### src/rtl/wiring_pkg.sv
// Shared wiring-fabric types and helpers: gate modes, LFSR taps and the
// masked gate reduction used by lamp gates.
package wiring_pkg;

  typedef enum logic [2:0] {
    GATE_AND  = 3'd0,
    GATE_OR   = 3'd1,
    GATE_NAND = 3'd2,
    GATE_NOR  = 3'd3,
    GATE_XOR  = 3'd4,
    GATE_XNOR = 3'd5
  } gate_mode_e;

  localparam logic [15:0] LFSR_TAPS = 16'hB400;
  localparam int          MAX_LAMPS = 8;

  // Only bits set in `used` take part; unused bits are neutral for every mode.
  function automatic logic gate_reduce(input gate_mode_e mode,
                                       input logic [MAX_LAMPS-1:0] vec,
                                       input logic [MAX_LAMPS-1:0] used);
    logic all_set;
    logic any_set;
    logic parity;
    all_set = &(vec | ~used);
    any_set = |(vec & used);
    parity  = ^(vec & used);
    case (mode)
      GATE_AND:  return all_set;
      GATE_OR:   return any_set;
      GATE_NAND: return ~all_set;
      GATE_NOR:  return ~any_set;
      GATE_XOR:  return parity;
      GATE_XNOR: return ~parity;
      default:   return 1'b0;
    endcase
  endfunction

endpackage

### src/rtl/wiring_lfsr16.sv
// 16-bit right-shifting Galois LFSR that steps only when `advance` is high.
module wiring_lfsr16
  import wiring_pkg::*;
#(
  parameter logic [15:0] SEED = 16'hACE1
) (
  input  logic        clk,
  input  logic        reset,
  input  logic        advance,
  output logic [15:0] value
);

  logic [15:0] lfsr_q;
  logic [15:0] lfsr_d;

  if (SEED == 16'h0) begin : g_bad_seed
    $error("wiring_lfsr16: SEED must be nonzero");
  end

  always_comb begin
    lfsr_d = lfsr_q;
    if (advance) begin
      lfsr_d = (lfsr_q >> 1) ^ (lfsr_q[0] ? LFSR_TAPS : 16'h0000);
    end
  end

  always_ff @(posedge clk or negedge reset) begin
    if (!reset) begin
      lfsr_q <= SEED;
    end else begin
      lfsr_q <= lfsr_d;
    end
  end

  assign value = lfsr_q;

endmodule

### src/rtl/lamp_gate_cluster.sv
// One logic gate fed by LAMP_COUNT toggling lamps, with once-per-pass firing
// suppression and an optional faulty-lamp (random draw) mode.
module lamp_gate_cluster
  import wiring_pkg::*;
#(
  parameter int                    LAMP_COUNT = 2,
  parameter int                    MODE       = 0,
  parameter int                    FAULTY     = 0,
  parameter logic [LAMP_COUNT-1:0] LAMP_INIT  = '0,
  parameter logic [15:0]           LFSR_SEED  = 16'hACE1
) (
  input  logic                  clk,
  input  logic                  reset,
  input  logic                  logic_reset,
  input  logic [LAMP_COUNT-1:0] in,
  output logic                  out,
  output logic                  suppressed,
  output logic [LAMP_COUNT-1:0] lamps,
  output logic                  gate_state,
  output logic                  busy
);

  if (LAMP_COUNT < 1 || LAMP_COUNT > MAX_LAMPS) begin : g_bad_count
    $error("lamp_gate_cluster: LAMP_COUNT must be 1..8");
  end
  if (MODE < 0 || MODE > 5) begin : g_bad_mode
    $error("lamp_gate_cluster: MODE must be 0..5");
  end

  localparam gate_mode_e            GATE_MODE = gate_mode_e'(MODE[2:0]);
  localparam logic [MAX_LAMPS-1:0]  USED_MASK = MAX_LAMPS'((1 << LAMP_COUNT) - 1);
  localparam logic                  GATE_INIT = (FAULTY != 0) ? 1'b0 :
      gate_reduce(GATE_MODE, MAX_LAMPS'(LAMP_INIT), USED_MASK);

  logic [LAMP_COUNT-1:0] lamps_q, lamps_d;
  logic                  gate_q, gate_d;
  logic                  fired_q, fired_d;
  logic                  out_q, out_d;
  logic                  supp_q, supp_d;

  logic [15:0] lfsr_val;
  logic        lfsr_adv;
  logic        draw;
  logic [3:0]  pop;
  logic [3:0]  draw_r;
  logic        eval;
  logic        candidate;
  logic        fired_eff;

  wiring_lfsr16 #(.SEED(LFSR_SEED)) u_lfsr (
    .clk     (clk),
    .reset   (reset),
    .advance (lfsr_adv),
    .value   (lfsr_val)
  );

  always_comb begin
    lamps_d = lamps_q ^ in;
    draw    = |in;
    pop     = '0;
    for (int i = 0; i < LAMP_COUNT; i++) begin
      pop = pop + 4'(lamps_d[i]);
    end
    // Scaled draw: top bits of lfsr*N land uniformly-ish in 0..N-1.
    draw_r    = 4'((32'(lfsr_val) * LAMP_COUNT) >> 16);
    eval      = gate_reduce(GATE_MODE, MAX_LAMPS'(lamps_d), USED_MASK);
    // A logic_reset in the same cycle already frees the gate to fire.
    fired_eff = fired_q & ~logic_reset;
    if (FAULTY != 0) begin
      candidate = draw && (draw_r < pop);
      gate_d    = 1'b0;
      lfsr_adv  = draw;
    end else begin
      candidate = (eval != gate_q);
      gate_d    = eval;
      lfsr_adv  = 1'b0;
    end
    out_d   = candidate & ~fired_eff;
    supp_d  = candidate & fired_eff;
    fired_d = fired_eff | out_d;
  end

  always_ff @(posedge clk or negedge reset) begin
    if (!reset) begin
      lamps_q <= LAMP_INIT;
      gate_q  <= GATE_INIT;
      fired_q <= 1'b0;
      out_q   <= 1'b0;
      supp_q  <= 1'b0;
    end else begin
      lamps_q <= lamps_d;
      gate_q  <= gate_d;
      fired_q <= fired_d;
      out_q   <= out_d;
      supp_q  <= supp_d;
    end
  end

  assign out        = out_q;
  assign suppressed = supp_q;
  assign lamps      = lamps_q;
  assign gate_state = gate_q;
  assign busy       = (|in) | out_q;

endmodule

### config.mk
export PLATFORM = sky130hd
export DESIGN_NAME = lamp_gate_cluster
export DESIGN_NICKNAME = d
export VERILOG_FILES = /design/src/rtl/wiring_pkg.sv /design/src/rtl/wiring_lfsr16.sv /design/src/rtl/lamp_gate_cluster.sv
export SDC_FILE = /design/constraint.sdc
export NUM_CORES = 1
export LEC_CHECK = 0
export CORE_AREA = 4 4 41 43
export DETAILED_ROUTE_END_ITERATION = 7
export DIE_AREA = 0 0 45 47
export GPL_TIMING_DRIVEN = 0
export SLEW_MARGIN = 5
export SYNTH_ARGS = -nofsm -noshare
export SYNTH_HDL_FRONTEND = slang
export SYNTH_SLANG_ARGS = --single-unit
### constraint.sdc
create_clock -name clk -period 3 [get_ports clk]
set_input_delay 0.9 -clock clk [delete_from_list [all_inputs] [get_ports clk]]
set_output_delay 0.9 -clock clk [all_outputs]
set_load 0.01 [all_outputs]
# == Word-level counts from Yosys, hierarchy flattened ==
# Index checks and enable logic that the tools add are counted.
# word_totals
regBits,6
wordCells,16
# classes
n_eq_ne,1
bitwise_logic,8
n_reduce_logical,2
# op_table
operator,count
AND 1 bit,3
inverter 1 bit,2
OR 1 bit,2
AND reduction 2 bit,1
OR reduction 2 bit,1
bitwise XOR 2 bit,1
!= test 1 bit,1

# == Depth between registers and ports, before layout ==
# logic_depth
word_depth,5
mapped_depth,4
depth_no_buf,3

# == Least setup slack after synthesis ==
# OpenSTA, ideal clock, no wires.
# synth_path
path_type,in2out
startpoint,in in[1]
endpoint,out busy
arrival_ns,1.308
required_time_ns,2.100
path_slack_ns,0.792
path_stages,1
path_buffers,0
path_cell_list,or3_1
# synth_via
elab_chain_len,2
# synth_lines
element,line,text
"start, declared",lamp_gate_cluster.sv:15,"input logic [LAMP_COUNT-1:0] in,"
OR reduction 2 bit,lamp_gate_cluster.sv:103,assign busy = (|in) | out_q;
OR 1 bit,lamp_gate_cluster.sv:103,
"end, declared",lamp_gate_cluster.sv:20,output logic busy
# No other way between the ends.

# == Worst setup path in the final report ==
# Ends and elaborated chain as after synthesis.

==> impl_results.md <==
* Outcome: finished, final reports clean
* GRT met1 Usage at 0.07407
* Postcts setup bufs at 0
* TritonRoute pass-1 iters at 1
* Wire length per cell at 10.50 um
* Max Slew Vio Count at 0
* Top-count cell post-synth: dfrtp_1
* Switching share of total power at 0.3123
* Total GRT Usage at 0.06995
* Final worst path period share at 0.9575
* Final setup fails at 0
* Max cap viols at 0
* DRC at 0
* Clock Latency Late Sink at 0.24 ns
* Yosys top cell by area: dfrtp_1
* Largest net degree at the start of global routing at 7
* Clock transition at path regs at 0.04 ns
* Slew headroom at 0.8302
* Placed cell count at 45
* Clk pwr share at 0.183
* Critical path startpoint category: input port
* Hold_sp: lamps[0]
* Synth top cells by count: dfrtp_1 (6), nand2b_1 (2), xor2_1 (2)
* Area delta synth->final at 54.37%
* Worst path depth at 3
* Met3 GRT Util at 0.04598
* Fin nets at 40
* RSZ-0062 raised after global routing: false
* Max frequency at 0.3481 GHz
* Vias/cell at 3.917
* Count of different cell masters after synthesis at 13
* CTS sink cnt at 6
* Crit path arrival time at 1.97 ns
* Antenna cells at 0
* Initial DRC Count at 0
* Met2 Use GR at 0.09040
* Final core occ at 0.3058
* Gpl congestion at 0.6550
* Total gr overflow at 0
* Worst setup path startpoint: in[1]
* Crit path max-delay family: buffers and inverters
* Die height at 47 um
* Core region area at 0.001301 mm^2
* Min-delay worst type: register to register
* Pint at 274.5 uW
* R2R cell count at 4
* Net switching power at 124.6 uW
* I/O pins at 11
* Post-synthesis register bit count at 6
* H-tree levels at 1
* Final Skew at 0.0004703 ns
* # fillers at 135
* Row cnt at 13
* PortBufs at 10
* Non-Filler Instances at 48
* Tmin final at 2.873 ns
* Synthesized Nets at 25
* Leak at 0.1689 nW
* Max Buffers Root-to-Sink at 2
* Final Power at 399.1 uW
* Max FO, Critical Path at 2
* Starting Density at 0.1981
* Main area contributors after synthesis: dfrtp_1 (58%), xor2_1 (6.8%), mux2_4 (5.8%)
* Slowest stage delay, CP at 0.43 ns
* Pwr Density at 1003 mW/mm^2
* FFs w/ async S/R, synth at 1.000
* CP max stage cell: clkdlybuf4s50_1
* CTS tree: yes
* Final hold vios at 0
* Routed wire length at 504 um
* Via count at 188
* YS warnings at 0
* Synthesized area per cell at 12.89 um^2
* Part of the Yosys area used for sequential elements at 0.5825
* Vias in the first global route at 218
* First-pass GRT wire length at 938 um
* Share of post-route cells with drive strength above 1 at 0.1515
* CTS Buf Count at 3
* Synth top area share at 0.5825
* Number of synthesized flops with an enable pin at 0
* Initial antenna violation count at 0
* Cell Chain, Critical Path: clkdlybuf4s50_1 > or3_1 > dlygate4sd2_1
* Setup TNS Final at 0 ns
* Grt peak-use layer: met2
* RR Startpoint: lamps[0]
* VDD IR max at 0.3336 mV
* Hold depth at 1
* Synthesized area at 257.7 um^2
* Root Buffer Master: clkbuf_4
* CP Capture Type: output pin
* Sequential power share at 0.356
* Crit Path Category: input port to output pin
* Die W at 45 um
* Synth Flop Type: dfrtp_1
* Worst path bufs/invs at 2
* Comb pwr share at 0.461
* Post-detailed-route count of antenna-violating nets at 0
* Die Area at 0.002115 mm^2
* Worst slew pin tran at 0.2538 ns
* WP data required at 2.10 ns
* Syn Inst Count at 20
-- placed cells by master, fill, tap and decap left out --
cell type and count:
clkdlybuf4s50_1 9, and2_1 1, mux2_4 1, dfrtp_1 6, nor3b_1 1, xor2_1 2
o21ai_1 1, nand3b_1 1, nand2_1 1, clkbuf_4 3, mux2i_1 1, or3_1 1
nand2b_1 2, buf_6 1, dlygate4sd2_1 1, nand3_1 1
-- sequential cells by signal, summed over array words and instances (netlist names) --
signal      flops
lamps           2
gate_state      1
fired_q         1
out             1
suppressed      1
-- through the flow --
stage          hold slack (ns)  area (um^2)  setup WS (ns)
2_1_floorplan           0.5282        257.7         0.7921
3_3_place_gp            0.4809        376.6       -0.07983
3_5_place_dp            0.5028        376.6       -0.07118
4_1_cts                 0.5169        397.9         0.1220
5_1_grt                 0.5388        397.9        0.08062
6_report                0.5122        397.9         0.1274
-- metal layers --
metal,routed length (um),vias up
met1,219,85
met2,208,11
li1,-,92
met4,0,0
met5,0,-
met3,77,0
-- logic make-up after synthesis --
| logic type | after synthesis | synth area share |
|---|---|---|
| xor gates and xnor gates | 2 | 0.06797 |
| AOI/OAI and AO/OA | 1 | 0.01940 |
| DFF | 6 | 0.5825 |
| buffers and inverters | 1 | 0.04369 |
| muxes | 2 | 0.09707 |
| and+or+nand+nor | 8 | 0.1893 |
-- power groups by stage --
stage | Combinational [mW] | Clock, mW | Sequential (mW)
after floorplan | 0.0876 | 0 | 0.155
after global placement | 0.180 | 0 | 0.140
after detailed placement | 0.184 | 0 | 0.144
after CTS | 0.186 | 0.0772 | 0.143
after global routing | 0.200 | 0.0841 | 0.148
final | 0.184 | 0.0730 | 0.142
-- worst paths after layout --
check	slack (ns)	to
max	0.13	busy
min	0.51	lamps[0]
max reg2reg	1.68	fired_q
min reg2reg	0.51	lamps[0]
max in group asynchronous	1.90	lamps[1]
min in group asynchronous	0.89	fired_q
-- timing repair --
action | 4_1_cts | 5_1_grt
hold buffers | 0 | 0
endpoints found under the setup margin | 1 | 0
gates resized for setup | 1 | 0
-- layout make-up --
class | instances | area [um^2] | area share
sequential | 6 | 150.1 | 0.3774
clock buffer | 3 | 22.52 | 0.05660
multi-input combinational | 13 | 96.34 | 0.2421
tap | 15 | 18.77 | 0.04717
buffer | 1 | 11.26 | 0.02830
timing repair buffer | 10 | 98.84 | 0.2484
No activity file was read; power rests on OpenSTA's default activity.
